### config.mk
export PLATFORM = sky130hd
export DESIGN_NAME = sdram_client
export DESIGN_NICKNAME = d
export VERILOG_FILES = /design/src/rtl/sdram_client.sv
export SDC_FILE = /design/constraint.sdc
export NUM_CORES = 1
export LEC_CHECK = 0
export BUFFER_PORTS_ARGS = -buffer_cell sky130_fd_sc_hd__buf_2
export CORE_AREA = 5 5 101 103
export DETAILED_ROUTE_END_ITERATION = 16
export DIE_AREA = 0 0 106 108
export PLACE_DENSITY = 0.8
export SETUP_SLACK_MARGIN = 0.4
export SYNTH_ARGS = -nofsm -noshare
export SYNTH_HDL_FRONTEND = slang
export SYNTH_SLANG_ARGS = --single-unit
### constraint.sdc
create_clock -name clk -period 4.5 [get_ports clk]
set_input_delay 0.225 -clock clk [delete_from_list [all_inputs] [get_ports clk]]
set_output_delay 0.225 -clock clk [all_outputs]
set_load 0.02 [all_outputs]
### src/rtl/sdram_client.sv
// sdram_client: host-side requester for the SDRAM controller chipset port.
// Issues power-up and refresh filler cycles and captures the 2-word read burst.
module sdram_client #(
  parameter int INIT_CYCLES = 85000,
  parameter int REF_IDLE    = 1024,
  parameter int CAP_FIRST   = 6,
  parameter int CAP_SECOND  = 7
) (
  input  logic        clk,
  input  logic        reset_n,
  input  logic        wr_req,
  input  logic [24:0] wr_addr,
  input  logic [7:0]  wr_data,
  output logic        wr_ack,
  input  logic        rd_req,
  input  logic [24:0] rd_addr,
  output logic        rd_ack,
  output logic [31:0] rd_data,
  output logic        rd_valid,
  output logic        ready,
  output logic [24:0] sdc_addr,
  output logic        sdc_we,
  output logic        sdc_rd,
  output logic [7:0]  sdc_di,
  input  logic [4:0]  sdc_cycle,
  input  logic [15:0] sd_data_in
);

  localparam int ICW = $clog2(INIT_CYCLES + 1);
  localparam int RCW = $clog2(REF_IDLE + 1);

  typedef enum logic [1:0] {
    S_INIT,
    S_IDLE,
    S_BUSY
  } state_t;

  state_t         r_state;
  state_t         w_next;
  logic [ICW-1:0] r_init_cnt;
  logic [RCW-1:0] r_idle_cnt;
  logic           r_host_rd;

  logic w_free;
  logic w_go_init;
  logic w_go_wr;
  logic w_go_rd;
  logic w_go_ref;
  logic w_go;
  logic w_end;
  logic w_ref_due;
  logic w_unused_bits;

  assign w_unused_bits = ^rd_addr[1:0];

  always_ff @(posedge clk or negedge reset_n) begin
    if (!reset_n) r_state <= S_INIT;
    else          r_state <= w_next;
  end

  always_comb begin
    w_next = r_state;
    unique case (r_state)
      S_INIT, S_IDLE: if (w_go) w_next = S_BUSY;
      S_BUSY: begin
        if (w_end)
          w_next = (ready || r_init_cnt == ICW'(1)) ? S_IDLE : S_INIT;
      end
      default: w_next = S_INIT;
    endcase
  end

  // A slot opens only when the controller is parked at cycle 0 with no command.
  always_comb begin
    w_free    = (sdc_cycle == 5'd0) && !sdc_we && !sdc_rd;
    w_ref_due = (r_idle_cnt == RCW'(REF_IDLE - 1));
    w_go_init = (r_state == S_INIT) && w_free;
    w_go_wr   = (r_state == S_IDLE) && w_free && wr_req;
    w_go_rd   = (r_state == S_IDLE) && w_free && !wr_req && rd_req;
    w_go_ref  = (r_state == S_IDLE) && w_free && !wr_req && !rd_req
                && w_ref_due;
    w_go      = w_go_init || w_go_wr || w_go_rd || w_go_ref;
    w_end     = (r_state == S_BUSY) && (sdc_cycle == 5'd15);
  end

  always_ff @(posedge clk or negedge reset_n) begin
    if (!reset_n) begin
      wr_ack     <= 1'b0;
      rd_ack     <= 1'b0;
      rd_valid   <= 1'b0;
      rd_data    <= '0;
      ready      <= 1'b0;
      sdc_addr   <= '0;
      sdc_we     <= 1'b0;
      sdc_rd     <= 1'b0;
      sdc_di     <= '0;
      r_host_rd  <= 1'b0;
      r_init_cnt <= ICW'(INIT_CYCLES);
      r_idle_cnt <= '0;
    end else begin
      wr_ack   <= w_go_wr;
      rd_ack   <= w_go_rd;
      rd_valid <= (r_state == S_BUSY) && r_host_rd
                  && (sdc_cycle == 5'(CAP_SECOND + 1));

      if (w_go)
        r_idle_cnt <= '0;
      else if (r_state == S_IDLE && !w_ref_due)
        r_idle_cnt <= r_idle_cnt + RCW'(1);

      if (w_go_init) begin
        sdc_rd    <= 1'b1;
        sdc_addr  <= '0;
        r_host_rd <= 1'b0;
      end
      if (w_go_wr) begin
        sdc_we    <= 1'b1;
        sdc_addr  <= wr_addr;
        sdc_di    <= wr_data;
        r_host_rd <= 1'b0;
      end
      if (w_go_rd) begin
        sdc_rd    <= 1'b1;
        sdc_addr  <= {rd_addr[24:2], 2'b00};
        r_host_rd <= 1'b1;
      end
      if (w_go_ref) begin
        sdc_rd    <= 1'b1;
        r_host_rd <= 1'b0;
      end

      if (r_state == S_BUSY && r_host_rd) begin
        if (sdc_cycle == 5'(CAP_FIRST))
          rd_data[15:0] <= sd_data_in;
        if (sdc_cycle == 5'(CAP_SECOND))
          rd_data[31:16] <= sd_data_in;
      end

      if (w_end) begin
        sdc_we    <= 1'b0;
        sdc_rd    <= 1'b0;
        r_host_rd <= 1'b0;
        if (!ready) begin
          r_init_cnt <= r_init_cnt - ICW'(1);
          if (r_init_cnt == ICW'(1)) ready <= 1'b1;
        end
      end
    end
  end

endmodule
==> metrics.cfg <==
[worst_setup_path]
type_of_the_worst_setup_path = flip-flop to flip-flop
cp-start-kind = flip-flop
critPathArrivalTime_ns = 2.81
critical_path_peak_fanout = 21
cp-end-kind = flip-flop
cp.required_ns = 4.79

[die]
rows = 35
i_o_pin_count = 154
initial_utilization_pct = 48.9
die_width_um = 106
core_area_mm2 = 0.00911
die_height_um = 108
floorplan.die_area_mm2 = 0.0114

[layout]
design.final.nets = 584
final_antenna_diode_count = 0
num-fill-cells = 746
finish.utilization_pct = 60.4
synthToLayoutAreaGrowth_pct = 23.7
ratio_of_cells_with_drive_above_1_in_the_final_layout_pct = 44.8

[pwr]
power.density_cell_area_mw_per_mm2 = 323
static-leakage-power_uw = 0.00315
peakVddDrop_uv = 187
total_power_uw = 1780

[synthesis]
syn_inst = 345
syn_nets = 431
number_of_register_bits_inferred_by_synthesis = 102
synth_largest_type_area_fraction_pct = 54.5
synth_largest_area_cell = sky130_fd_sc_hd__dfrtp_1
synth_top_cells_by_count = sky130_fd_sc_hd__dfrtp_1 (97), sky130_fd_sc_hd__mux2_2 (37), sky130_fd_sc_hd__a22o_1 (25), sky130_fd_sc_hd__a21o_1 (23), sky130_fd_sc_hd__nor2_1 (14)
synth_async_sr_flop_share_pct = 100
mappedNetlistArea_mm2 = 0.00445
cell_variety_after_synth = 51
avg_cell_area_syn_um2 = 12.9
synth-main-ff-cell = sky130_fd_sc_hd__dfrtp_1
synthTopCellsByArea = sky130_fd_sc_hd__dfrtp_1 (55%), sky130_fd_sc_hd__mux2_2 (9.4%), sky130_fd_sc_hd__a22o_1 (4.9%), sky130_fd_sc_hd__a21o_1 (3.9%), sky130_fd_sc_hd__dfstp_2 (3.0%)
ys_warn_count = 0
yosysMostFrequentCell = sky130_fd_sc_hd__dfrtp_1
synth-seq-area-share_pct = 57.5
edff_count_synth = 0

[sta]
achievable-frequency_mhz = 398
finalMaxSlewViolations = 0
final.hold.worst_slack_ns = 0.0833
tightest_slew_ns = 1.12
setup_total_negative_slack_ns = 0
finalCriticalPeriod_ns = 2.51
number_of_endpoints_failing_setup_at_the_final_stage = 0
worst_slew_margin_rel_pct = 24.6
setup_repair_after_global_routing_missed_its_margin = no
finalCritPeriodShare_pct = 55.8
fin_worst_skew_ns = 0.00854
setup_slack_ns = 1.99
final-hold-violation-count = 0

[clock_tree]
tritoncts_buffers = 9
buffer_levels_on_the_longest_clock_path = 2
clock-root-buffer = sky130_fd_sc_hd__clkbuf_8
tritoncts_num_sinks = 102
cts_htree_levels = 3
clkSlewWorstSetupHoldPaths_ns = 0.09
clock_tree_from_tritoncts = built
clk-insertion-delay-late_ns = 0.36
ctsResizeCount = 0
cts_post_setup_buffers_inserted = 0
hold_buffers = 1

[placement]
dp_slack_ns = 1.90
final_estimated_routing_congestion_in_global_placement = 0.836
numPortBuffers = 151
dpl.hpwl_um = 7780

[detailed_routing]
detail_route.wirelength_um = 10400
drt_iter0_drc = 97
drt_drc_violations_left = 0
drt_pass1_iterations = 4
drt-wirelength-per-cell_um = 16.9
detailroute.via_count = 3411
drt-vias-per-instance = 5.56
final_antenna_net_count = 0

[global_route]
grt_first_pass_wirelength_um = 17200
grt_pass1_vias = 3575
grt.overflow.total = 0
grt_antenna_before_repair = 0
global_route.usage.total_pct = 18.7
largest_net_degree_at_the_start_of_global_routing = 54

[run]
max_cap_viol_count = 0

[outcome]
status = completed

[min_path]
hold_crit_class = primary input to flip-flop

-- cell families (layout without fill, tap and decap cells) --
kind of cell,after synthesis,in the layout,share of synthesized area (%)
flops,102,102,57.5
simple gates,89,89,13.2
compound gates,74,74,12.8
mux,41,41,10.3
buf+inv,20,177,2.19
xor+xnor,16,16,3.15
fa+ha+maj,3,3,0.843
-- where the power goes --
| part | leakage, uW | internal [uW] | switching, uW | total, uW |
|---|---|---|---|---|
| Sequential | 0.00137 | 968 | 51.7 | 1020 |
| Clock | 0.0000952 | 268 | 296 | 564 |
| Combinational | 0.00168 | 85.5 | 107 | 192 |
| Total | 0.00315 | 1320 | 455 | 1780 |
-- worst paths after layout --
| path | from | to | slack, ns | cells past startpoint |
|---|---|---|---|---|
| min reg2reg | r_init_cnt[15] | r_init_cnt[15] | 0.47 | 1 |
| min in group asynchronous | reset_n | rd_data[17] | 0.43 | 2 |
| max | sdc_we | sdc_addr[2] | 1.99 | 5 |
| max in group asynchronous | reset_n | r_idle_cnt[0] | 2.99 | 3 |
| max reg2reg | sdc_we | sdc_addr[2] | 1.99 | 5 |
| min | wr_data[1] | sdc_di[1] | 0.08 | 2 |
-- worst max-delay path, cell delays in order (launching register included) --
cell and delay (ns):
sky130_fd_sc_hd__dfrtp_1 0.41, sky130_fd_sc_hd__or4_4 0.55, sky130_fd_sc_hd__nor4_4 0.86, sky130_fd_sc_hd__buf_4 0.36
sky130_fd_sc_hd__a22o_1 0.18, sky130_fd_sc_hd__a21o_1 0.08
-- state kept, by name (all words and copies together), names as in the netlist --
name,count
r_host_rd,1
r_idle_cnt,11
r_init_cnt,17
r_state,2
rd_ack,1
rd_data,32
rd_valid,1
ready,1
sdc_addr,25
sdc_di,8
sdc_rd,1
sdc_we,1
wr_ack,1
-- routing by layer --
metal	part of all wire (%)	vias up	GRT usage, %	wire, um
met5	0	-	0	0
met4	1.2	0	5.83	127
met3	11	13	6.45	1110
met2	46	167	31.2	4770
met1	42	1653	23.1	4370
li1	-	1578	-	-
-- placed cells by master, fill, tap and decap left out, types with 9 or more instances in the layout --
| cell | instances |
|---|---|
| sky130_fd_sc_hd__xnor2_1 | 9 |
| sky130_fd_sc_hd__buf_2 | 150 |
| sky130_fd_sc_hd__clkbuf_8 | 10 |
| sky130_fd_sc_hd__a21o_1 | 23 |
| sky130_fd_sc_hd__nor3_1 | 9 |
| sky130_fd_sc_hd__nand2_1 | 12 |
| sky130_fd_sc_hd__dfrtp_1 | 97 |
| sky130_fd_sc_hd__mux2_2 | 37 |
| sky130_fd_sc_hd__nor2_1 | 14 |
| sky130_fd_sc_hd__a22o_1 | 25 |
-- area by class of cell --
cell class / instances / area (um^2) / area share [%]
inverters: 5 / 18.8 / 0.341
clock buffers: 11 / 141 / 2.57
multi-input cells: 223 / 1790 / 32.6
repair buffers: 157 / 806 / 14.6
flip-flops and latches: 102 / 2560 / 46.5
clock inverters: 4 / 47.5 / 0.864
well taps: 111 / 139 / 2.52
-- per-stage QoR --
step           instance area, um^2  cells
5_1_grt                       5510    613
2_1_floorplan                 4450    345
3_5_place_dp                  5310    597
6_report                      5510    613
4_1_cts                       5510    613
3_3_place_gp                  5310    597
No activity file was read; power rests on OpenSTA's default activity.
